$ cat src/rtl/cmsdk_ahb_to_iop_mc_if.sv
// Bus bundle between the AHB slave mux / IOP peripherals and the
// multi-channel AHB-to-IOP bridge. The slave modport is the bridge view,
// the master modport is the view of whatever drives the bridge.
interface cmsdk_ahb_to_iop_mc_if #(
  parameter int NUM_CH     = 4,
  parameter int ADDR_WIDTH = 12
);
  logic                    HSEL;
  logic                    HREADY;
  logic [1:0]              HTRANS;
  logic [2:0]              HSIZE;
  logic                    HWRITE;
  logic [31:0]             HADDR;
  logic [31:0]             HWDATA;
  logic [NUM_CH*32-1:0]    IORDATA;
  logic [NUM_CH-1:0]       IOREADY;
  logic                    HREADYOUT;
  logic                    HRESP;
  logic [31:0]             HRDATA;
  logic [NUM_CH-1:0]       IOSEL;
  logic [ADDR_WIDTH-1:0]   IOADDR;
  logic                    IOWRITE;
  logic [1:0]              IOSIZE;
  logic                    IOTRANS;
  logic [31:0]             IOWDATA;

  modport slave (
    input  HSEL, HREADY, HTRANS, HSIZE, HWRITE, HADDR, HWDATA, IORDATA, IOREADY,
    output HREADYOUT, HRESP, HRDATA, IOSEL, IOADDR, IOWRITE, IOSIZE, IOTRANS, IOWDATA
  );

  modport master (
    output HSEL, HREADY, HTRANS, HSIZE, HWRITE, HADDR, HWDATA, IORDATA, IOREADY,
    input  HREADYOUT, HRESP, HRDATA, IOSEL, IOADDR, IOWRITE, IOSIZE, IOTRANS, IOWDATA
  );
endinterface

$ cat src/rtl/cmsdk_ahb_to_iop_mc.sv
// Multi-channel AHB-to-IOP bridge: one AHB slave port fanned out to NUM_CH
// IOP peripherals, with per-channel IOREADY wait states and a two-cycle
// ERROR response for unmapped channels.
// Optional feature: define CMSDK_AHB_TO_IOP_MC_TIMEOUT_EN to add a wait-state
// watchdog (parameter TIMEOUT) that turns a stuck IOREADY into an ERROR.
//
//  state  | meaning
//  IDLE   | no data phase in progress, ready
//  ACCESS | data phase to channel ch_reg, waits on IOREADY[ch_reg]
//  ERR1   | first ERROR cycle (HREADYOUT=0, HRESP=1)
//  ERR2   | second ERROR cycle (HREADYOUT=1, HRESP=1), may accept
module cmsdk_ahb_to_iop_mc #(
  parameter int ADDR_WIDTH = 12,
  parameter int NUM_CH     = 4,
  parameter int CH_LSB     = 12
`ifdef CMSDK_AHB_TO_IOP_MC_TIMEOUT_EN
  , parameter int TIMEOUT  = 255
`endif
) (
  input  logic                   HCLK,
  input  logic                   HRESET,
  cmsdk_ahb_to_iop_mc_if.slave   bus
);

  localparam int CH_BITS = (NUM_CH > 1) ? $clog2(NUM_CH) : 1;

  typedef enum logic [1:0] {ST_IDLE, ST_ACCESS, ST_ERR1, ST_ERR2} state_t;

  state_t                  state, state_nxt;
  logic [CH_BITS-1:0]      ch_addr, ch_reg;
  logic [ADDR_WIDTH-1:0]   addr_reg;
  logic                    write_reg;
  logic [1:0]              size_reg;
  logic                    ch_ok;
  logic                    ready_sel;
  logic [31:0]             rdata_sel;
  logic [NUM_CH-1:0]       sel_dec;
  logic                    hreadyout_int;
  logic                    hresp_int;
  logic                    accept;
  logic                    timeout_hit;
  logic                    unused_bits;

  assign ch_addr     = bus.HADDR[CH_LSB +: CH_BITS];
  assign ch_ok       = int'(ch_addr) < NUM_CH;
  assign unused_bits = ^{bus.HADDR, bus.HTRANS[0], bus.HSIZE[2]};

  // Select ready, read data and one-hot select of the registered channel
  always_comb begin
    ready_sel = 1'b0;
    rdata_sel = '0;
    sel_dec   = '0;
    for (int i = 0; i < NUM_CH; i++) begin
      if (ch_reg == CH_BITS'(i)) begin
        ready_sel  = bus.IOREADY[i];
        rdata_sel  = bus.IORDATA[i*32 +: 32];
        sel_dec[i] = 1'b1;
      end
    end
  end

`ifdef CMSDK_AHB_TO_IOP_MC_TIMEOUT_EN
  logic [7:0] wait_cnt;

  assign timeout_hit = (wait_cnt == 8'(TIMEOUT - 1));

  // Count IOREADY-low cycles of the current access; a new accept restarts it
  always_ff @(posedge HCLK) begin
    if (HRESET) begin
      wait_cnt <= '0;
    end else if (accept) begin
      wait_cnt <= '0;
    end else if (state == ST_ACCESS && !ready_sel) begin
      wait_cnt <= wait_cnt + 8'd1;
    end
  end
`else
  assign timeout_hit = 1'b0;
`endif

  // State register
  always_ff @(posedge HCLK) begin
    if (HRESET) state <= ST_IDLE;
    else        state <= state_nxt;
  end

  // Bus responses, address-phase accept and next state
  always_comb begin
    hreadyout_int = 1'b1;
    hresp_int     = 1'b0;
    case (state)
      ST_ACCESS: hreadyout_int = ready_sel;
      ST_ERR1: begin
        hreadyout_int = 1'b0;
        hresp_int     = 1'b1;
      end
      ST_ERR2:   hresp_int = 1'b1;
      default:   ;
    endcase

    // Only accept when this slave is ready, so held registers stay stable
    accept = bus.HSEL & bus.HREADY & bus.HTRANS[1] & hreadyout_int;

    state_nxt = state;
    case (state)
      ST_IDLE, ST_ERR2: begin
        if (accept) state_nxt = ch_ok ? ST_ACCESS : ST_ERR1;
        else        state_nxt = ST_IDLE;
      end
      ST_ACCESS: begin
        if (ready_sel) begin
          if (accept) state_nxt = ch_ok ? ST_ACCESS : ST_ERR1;
          else        state_nxt = ST_IDLE;
        end else if (timeout_hit) begin
          state_nxt = ST_ERR1;
        end
      end
      ST_ERR1:  state_nxt = ST_ERR2;
      default:  state_nxt = ST_IDLE;
    endcase
  end

  // Address-phase capture; held through wait states and error cycles
  always_ff @(posedge HCLK) begin
    if (HRESET) begin
      addr_reg  <= '0;
      write_reg <= 1'b0;
      size_reg  <= '0;
      ch_reg    <= '0;
    end else if (accept) begin
      addr_reg  <= bus.HADDR[ADDR_WIDTH-1:0];
      write_reg <= bus.HWRITE;
      size_reg  <= bus.HSIZE[1:0];
      ch_reg    <= ch_addr;
    end
  end

  assign bus.HREADYOUT = hreadyout_int;
  assign bus.HRESP     = hresp_int;
  assign bus.IOSEL     = (state == ST_ACCESS) ? sel_dec : '0;
  assign bus.IOTRANS   = (state == ST_ACCESS);
  assign bus.IOADDR    = addr_reg;
  assign bus.IOWRITE   = write_reg;
  assign bus.IOSIZE    = size_reg;
  assign bus.HRDATA    = (state == ST_ACCESS && !write_reg) ? rdata_sel : 32'h0;
  assign bus.IOWDATA   = bus.HWDATA;

endmodule

$ cat src/flat_wrapper.sv
// flat-port wrapper written by rule: the top's interface ports become plain ports
module cmsdk_ahb_to_iop_mc_flat 
#(
  parameter int ADDR_WIDTH = 12,
  parameter int NUM_CH     = 4,
  parameter int CH_LSB     = 12

)
  (HCLK, HRESET, bus_HSEL, bus_HREADY, bus_HTRANS, bus_HSIZE, bus_HWRITE, bus_HADDR, bus_HWDATA, bus_IORDATA, bus_IOREADY, bus_HREADYOUT, bus_HRESP, bus_HRDATA, bus_IOSEL, bus_IOADDR, bus_IOWRITE, bus_IOSIZE, bus_IOTRANS, bus_IOWDATA);
  cmsdk_ahb_to_iop_mc_if #(.NUM_CH(NUM_CH), .ADDR_WIDTH(ADDR_WIDTH)) bus_i ();
  input  logic HCLK;
  input  logic HRESET;
  input wire logic [$bits(bus_i.HSEL)-1:0] bus_HSEL;
  input wire logic [$bits(bus_i.HREADY)-1:0] bus_HREADY;
  input wire logic [$bits(bus_i.HTRANS)-1:0] bus_HTRANS;
  input wire logic [$bits(bus_i.HSIZE)-1:0] bus_HSIZE;
  input wire logic [$bits(bus_i.HWRITE)-1:0] bus_HWRITE;
  input wire logic [$bits(bus_i.HADDR)-1:0] bus_HADDR;
  input wire logic [$bits(bus_i.HWDATA)-1:0] bus_HWDATA;
  input wire logic [$bits(bus_i.IORDATA)-1:0] bus_IORDATA;
  input wire logic [$bits(bus_i.IOREADY)-1:0] bus_IOREADY;
  output wire logic [$bits(bus_i.HREADYOUT)-1:0] bus_HREADYOUT;
  output wire logic [$bits(bus_i.HRESP)-1:0] bus_HRESP;
  output wire logic [$bits(bus_i.HRDATA)-1:0] bus_HRDATA;
  output wire logic [$bits(bus_i.IOSEL)-1:0] bus_IOSEL;
  output wire logic [$bits(bus_i.IOADDR)-1:0] bus_IOADDR;
  output wire logic [$bits(bus_i.IOWRITE)-1:0] bus_IOWRITE;
  output wire logic [$bits(bus_i.IOSIZE)-1:0] bus_IOSIZE;
  output wire logic [$bits(bus_i.IOTRANS)-1:0] bus_IOTRANS;
  output wire logic [$bits(bus_i.IOWDATA)-1:0] bus_IOWDATA;
  assign bus_i.HSEL = bus_HSEL;
  assign bus_i.HREADY = bus_HREADY;
  assign bus_i.HTRANS = bus_HTRANS;
  assign bus_i.HSIZE = bus_HSIZE;
  assign bus_i.HWRITE = bus_HWRITE;
  assign bus_i.HADDR = bus_HADDR;
  assign bus_i.HWDATA = bus_HWDATA;
  assign bus_i.IORDATA = bus_IORDATA;
  assign bus_i.IOREADY = bus_IOREADY;
  assign bus_HREADYOUT = bus_i.HREADYOUT;
  assign bus_HRESP = bus_i.HRESP;
  assign bus_HRDATA = bus_i.HRDATA;
  assign bus_IOSEL = bus_i.IOSEL;
  assign bus_IOADDR = bus_i.IOADDR;
  assign bus_IOWRITE = bus_i.IOWRITE;
  assign bus_IOSIZE = bus_i.IOSIZE;
  assign bus_IOTRANS = bus_i.IOTRANS;
  assign bus_IOWDATA = bus_i.IOWDATA;
  cmsdk_ahb_to_iop_mc #(.ADDR_WIDTH(ADDR_WIDTH), .NUM_CH(NUM_CH), .CH_LSB(CH_LSB)) u_core (.HCLK(HCLK), .HRESET(HRESET), .bus(bus_i));
endmodule
$ cat config.mk
export PLATFORM = sky130hd
export DESIGN_NAME = cmsdk_ahb_to_iop_mc_flat
export DESIGN_NICKNAME = d
export VERILOG_FILES = /design/src/rtl/cmsdk_ahb_to_iop_mc_if.sv /design/src/rtl/cmsdk_ahb_to_iop_mc.sv /design/src/flat_wrapper.sv
export SDC_FILE = /design/constraint.sdc
export NUM_CORES = 1
export LEC_CHECK = 0
export BUFFER_PORTS_ARGS = -buffer_cell sky130_fd_sc_hd__buf_2
export CORE_AREA = 2 2 113 115
export CTS_BUF_LIST = sky130_fd_sc_hd__clkbuf_8
export DETAILED_ROUTE_END_ITERATION = 10
export DIE_AREA = 0 0 115 117
export PLACE_DENSITY = 0.61
export SLEW_MARGIN = 20
export SYNTH_ARGS = -nofsm -noshare
export SYNTH_HDL_FRONTEND = slang
export SYNTH_SLANG_ARGS = --single-unit
$ cat constraint.sdc
create_clock -name HCLK -period 1.76 [get_ports HCLK]
set_input_delay 0.176 -clock HCLK [delete_from_list [all_inputs] [get_ports HCLK]]
set_output_delay 0.176 -clock HCLK [all_outputs]
set_load 0.1 [all_outputs]
==> results.md <==
- Run status: complete, but fails checks
- Failing checks: negative setup slack
- Area growth from synthesis to final layout: 87.9%
- Amount of wire on met3 after detailed routing: 964 microns
- Clk_lat worst skew: between 0.2 and 0.3 ns
- Hold path depth: 3
- Library cell with the largest summed area after synthesis: sky130_fd_sc_hd__mux4_2
- Avg Cell Area, Syn: 11.0 sq um
- Endpoints failing setup: 32
- Share of the yosys chip area belonging to registers: 0.172
- Final period util: 1.06
- Number of clock sinks: 19
- Number of levels in the clock H-tree: 1
- Kind of start point of the critical path: flip-flop
- Count of non-filler cells in the finished layout: 527
- CTS tree: yes
- Largest net degree at the start of global routing: 37
- Total die area: 13500 sq um
- Per-cell routed wire length: 15.3 microns
- Max reg flops: 12
- CTS Root Cell: sky130_fd_sc_hd__clkbuf_8
- Worst slack, placed: 0.119 ns
- Asr flop ratio synth: 0
- Power density over cell area: ~390 nW/um^2
- Worst Hold Class: in -> reg
- Antenna violation net count after detailed routing: 0
- Achievable clock frequency: 539 MHz
- Starting Density: 0.179
- Number of global-route vias before repair: 2404
- Worst setup path class: reg -> out
- Critical path data required time: 1.58 ns
- DRC marker count from the first detailed-route iteration: 48
- Io pins: 292
- Total congestion overflow: 0
- Distinct cell type count of the synthesized netlist: 25
- Netlist Area Pre-Place: 2210 sq um
- Routed via count: 2235
- Number of placement rows: 41
- RSZ-0062 raised after global routing: yes
- Utilization after layout: 0.337
- Routed met1 length: 2990 microns
- Largest vdd supply drop: 0.395 mV
- Pleak: 1.81 nW
- Worst-margin pin slew: 0.501 ns
- Total of flip-flops plus latches after synthesis: 19
- Count of pins over their slew limit: 0
- Floorplan core area: 12300 sq um
- Nets: about 580
- Number of DRC violations after detailed routing: 0
- Number of violations of the max-capacitance limit: 0
- Global-route wire length before repair: 11900 microns
- R2r worst-path depth: 7
- Most used flip-flop cell after synthesis: sky130_fd_sc_hd__dfxtp_1
- Global placer's final weighted congestion: 0.720
- Maximum fanout encountered on the critical timing path: 11
- Warnings, synthesis: 0
- Vertical die dimension: 117 microns
- Worst setup margin: -0.0970 ns
- Capturing element type of the critical path: output port
- Nets in the synthesized netlist: 407
- Number of enable-type register cells in the synthesized netlist: 0
- Post-CTS Hold Fix Bufs: 0
- Worst clock skew on the final layout: 0.00114 ns
- Number of fill cells in the layout: 1237
- Port-buffer cells: 207
- Arrival @ worst endpoint: 1.68 ns
- Antenna violations before repair: 2
- Number of placed cells counting well taps: a little over 500
- Headroom to the max-slew limit: 0.668
- Overall track demand over capacity in global routing: 0.112
- Routed met2 length: 3990 microns
- Die Width: 115 microns
- Num CTS Buffers: 3
- Detailed Routing Iterations Pass 1: 4
- Highest routing layer actually used: met4
- Share of the synthesized area in the top cell type: 0.326
- Routed vias/inst: 4.24
- HPWL after DPL: 6830 microns
- Fraction of layout cells with a size suffix above 1: 0.821
- Final TNS setup: -2.20 ns
- Number of hold-slack violations in the final timing report: 0
- Routed WL: slightly above 8000 microns
- Number of instances in the synthesized netlist: between 200 and 250
- Largest cells by area after synthesis: sky130_fd_sc_hd__mux4_2 33%, sky130_fd_sc_hd__dfxtp_1 17%, sky130_fd_sc_hd__buf_4 12%
- Worst-case clock buffer depth: 2
- Shortest period the worst path allows: about 1.9 ns
- Clock-pin transition on the worst setup and hold timing paths: 0.07 ns
==> where the power goes <==
group          switching, mW  leakage [nW]  internal (mW)
sequential            0.0120         0.156          0.444
combinational          0.446          1.63          0.428
clock                  0.144        0.0269          0.155
total                  0.601          1.81           1.03
==> cell usage after synthesis (2+ instances only) <==
cell type / n
sky130_fd_sc_hd__and3_1: 2
sky130_fd_sc_hd__nor2b_1: 33
sky130_fd_sc_hd__mux4_2: 32
sky130_fd_sc_hd__nor2_1: 2
sky130_fd_sc_hd__buf_4: 35
sky130_fd_sc_hd__buf_6: 3
sky130_fd_sc_hd__dfxtp_1: 19
sky130_fd_sc_hd__nand2b_1: 24
sky130_fd_sc_hd__buf_2: 5
sky130_fd_sc_hd__clkbuf_1: 4
sky130_fd_sc_hd__nand2b_2: 11
sky130_fd_sc_hd__mux2i_1: 18
==> metal layers <==
metal	vias up	track usage
li1	1032	-
met1	1052	0.120
met2	143	0.206
met3	8	0.0433
met4	0	0.0297
met5	-	0
==> kinds of logic after synthesis <==
logic type / after synthesis / share of synthesized area
and+or+nand+nor: 79 / 0.240
muxes: 50 / 0.408
buffers and inverters: 50 / 0.172
DFF: 19 / 0.172
AOI/OAI and AO/OA: 3 / 0.00793
==> layout by cell type, fill, tap and decap left out, drive strengths merged <==
cell type,Yosys,final
buf,45,220
nand2b,35,35
nor2b,33,33
mux4,32,32
dfxtp,19,19
mux2i,18,18
clkbuf,4,3
diode,0,2
nor2,2,2
and3,2,2
nand2,1,1
and3b,1,1
nor3b,1,1
o21ai,1,1
o211ai,1,1
nand4b,1,1
or2b,1,1
nand3,1,1
and4b,1,1
a21oi,1,1
inv,0,1
==> layout make-up <==
type | count | area [sq um] | area share
Timing Repair Buffer | 220 | 1800 | 0.435
Multi-Input combinational cell | 132 | 1720 | 0.415
Sequential cell | 19 | 387 | 0.0932
Tap cell | 150 | 188 | 0.0452
Clock buffer | 3 | 41.3 | 0.00995
Antenna cell | 2 | 5.00 | 0.00121
Clock inverter | 1 | 3.75 | 0.000905
==> critical path, stage by stage (launching register included) <==
cell                      delay [ns]
sky130_fd_sc_hd__dfxtp_4        0.41
sky130_fd_sc_hd__buf_12         0.17
sky130_fd_sc_hd__mux4_2         0.52
sky130_fd_sc_hd__nor2b_4        0.15
sky130_fd_sc_hd__buf_12         0.16
==> worst paths after layout <==
kind / endpoint / from / slack, ns
hold / removal: u_core.ch_reg[1] / bus_HADDR[13] / 0.17
hold reg to reg: u_core.bus.IOSIZE[1] / u_core.bus.IOSIZE[1] / 0.47
setup reg to reg: u_core.bus.IOADDR[2] / u_core.ch_reg[0] / 0.08
setup / recovery: bus_HRDATA[25] / u_core.ch_reg[0] / -0.1
==> metrics by stage <==
step / hold slack (ns) / area [sq um] / total power [mW]
after floorplan: 0.321 / 2510 / 1.36
after global placement: 0.353 / 4040 / 1.32
after CTS: 0.166 / 4140 / 1.65
after global routing: 0.164 / 4150 / 1.71
after detailed placement: 0.353 / 4040 / 1.34
final: 0.171 / 4150 / 1.63
==> repair_timing <==
action,CTS,global route
setup buffers,2,0
cloned,1,0
resized for setup,4,3
endpoints found under the setup margin,33,53
pin swaps,1,1
(Power assumes the default switching activity.)
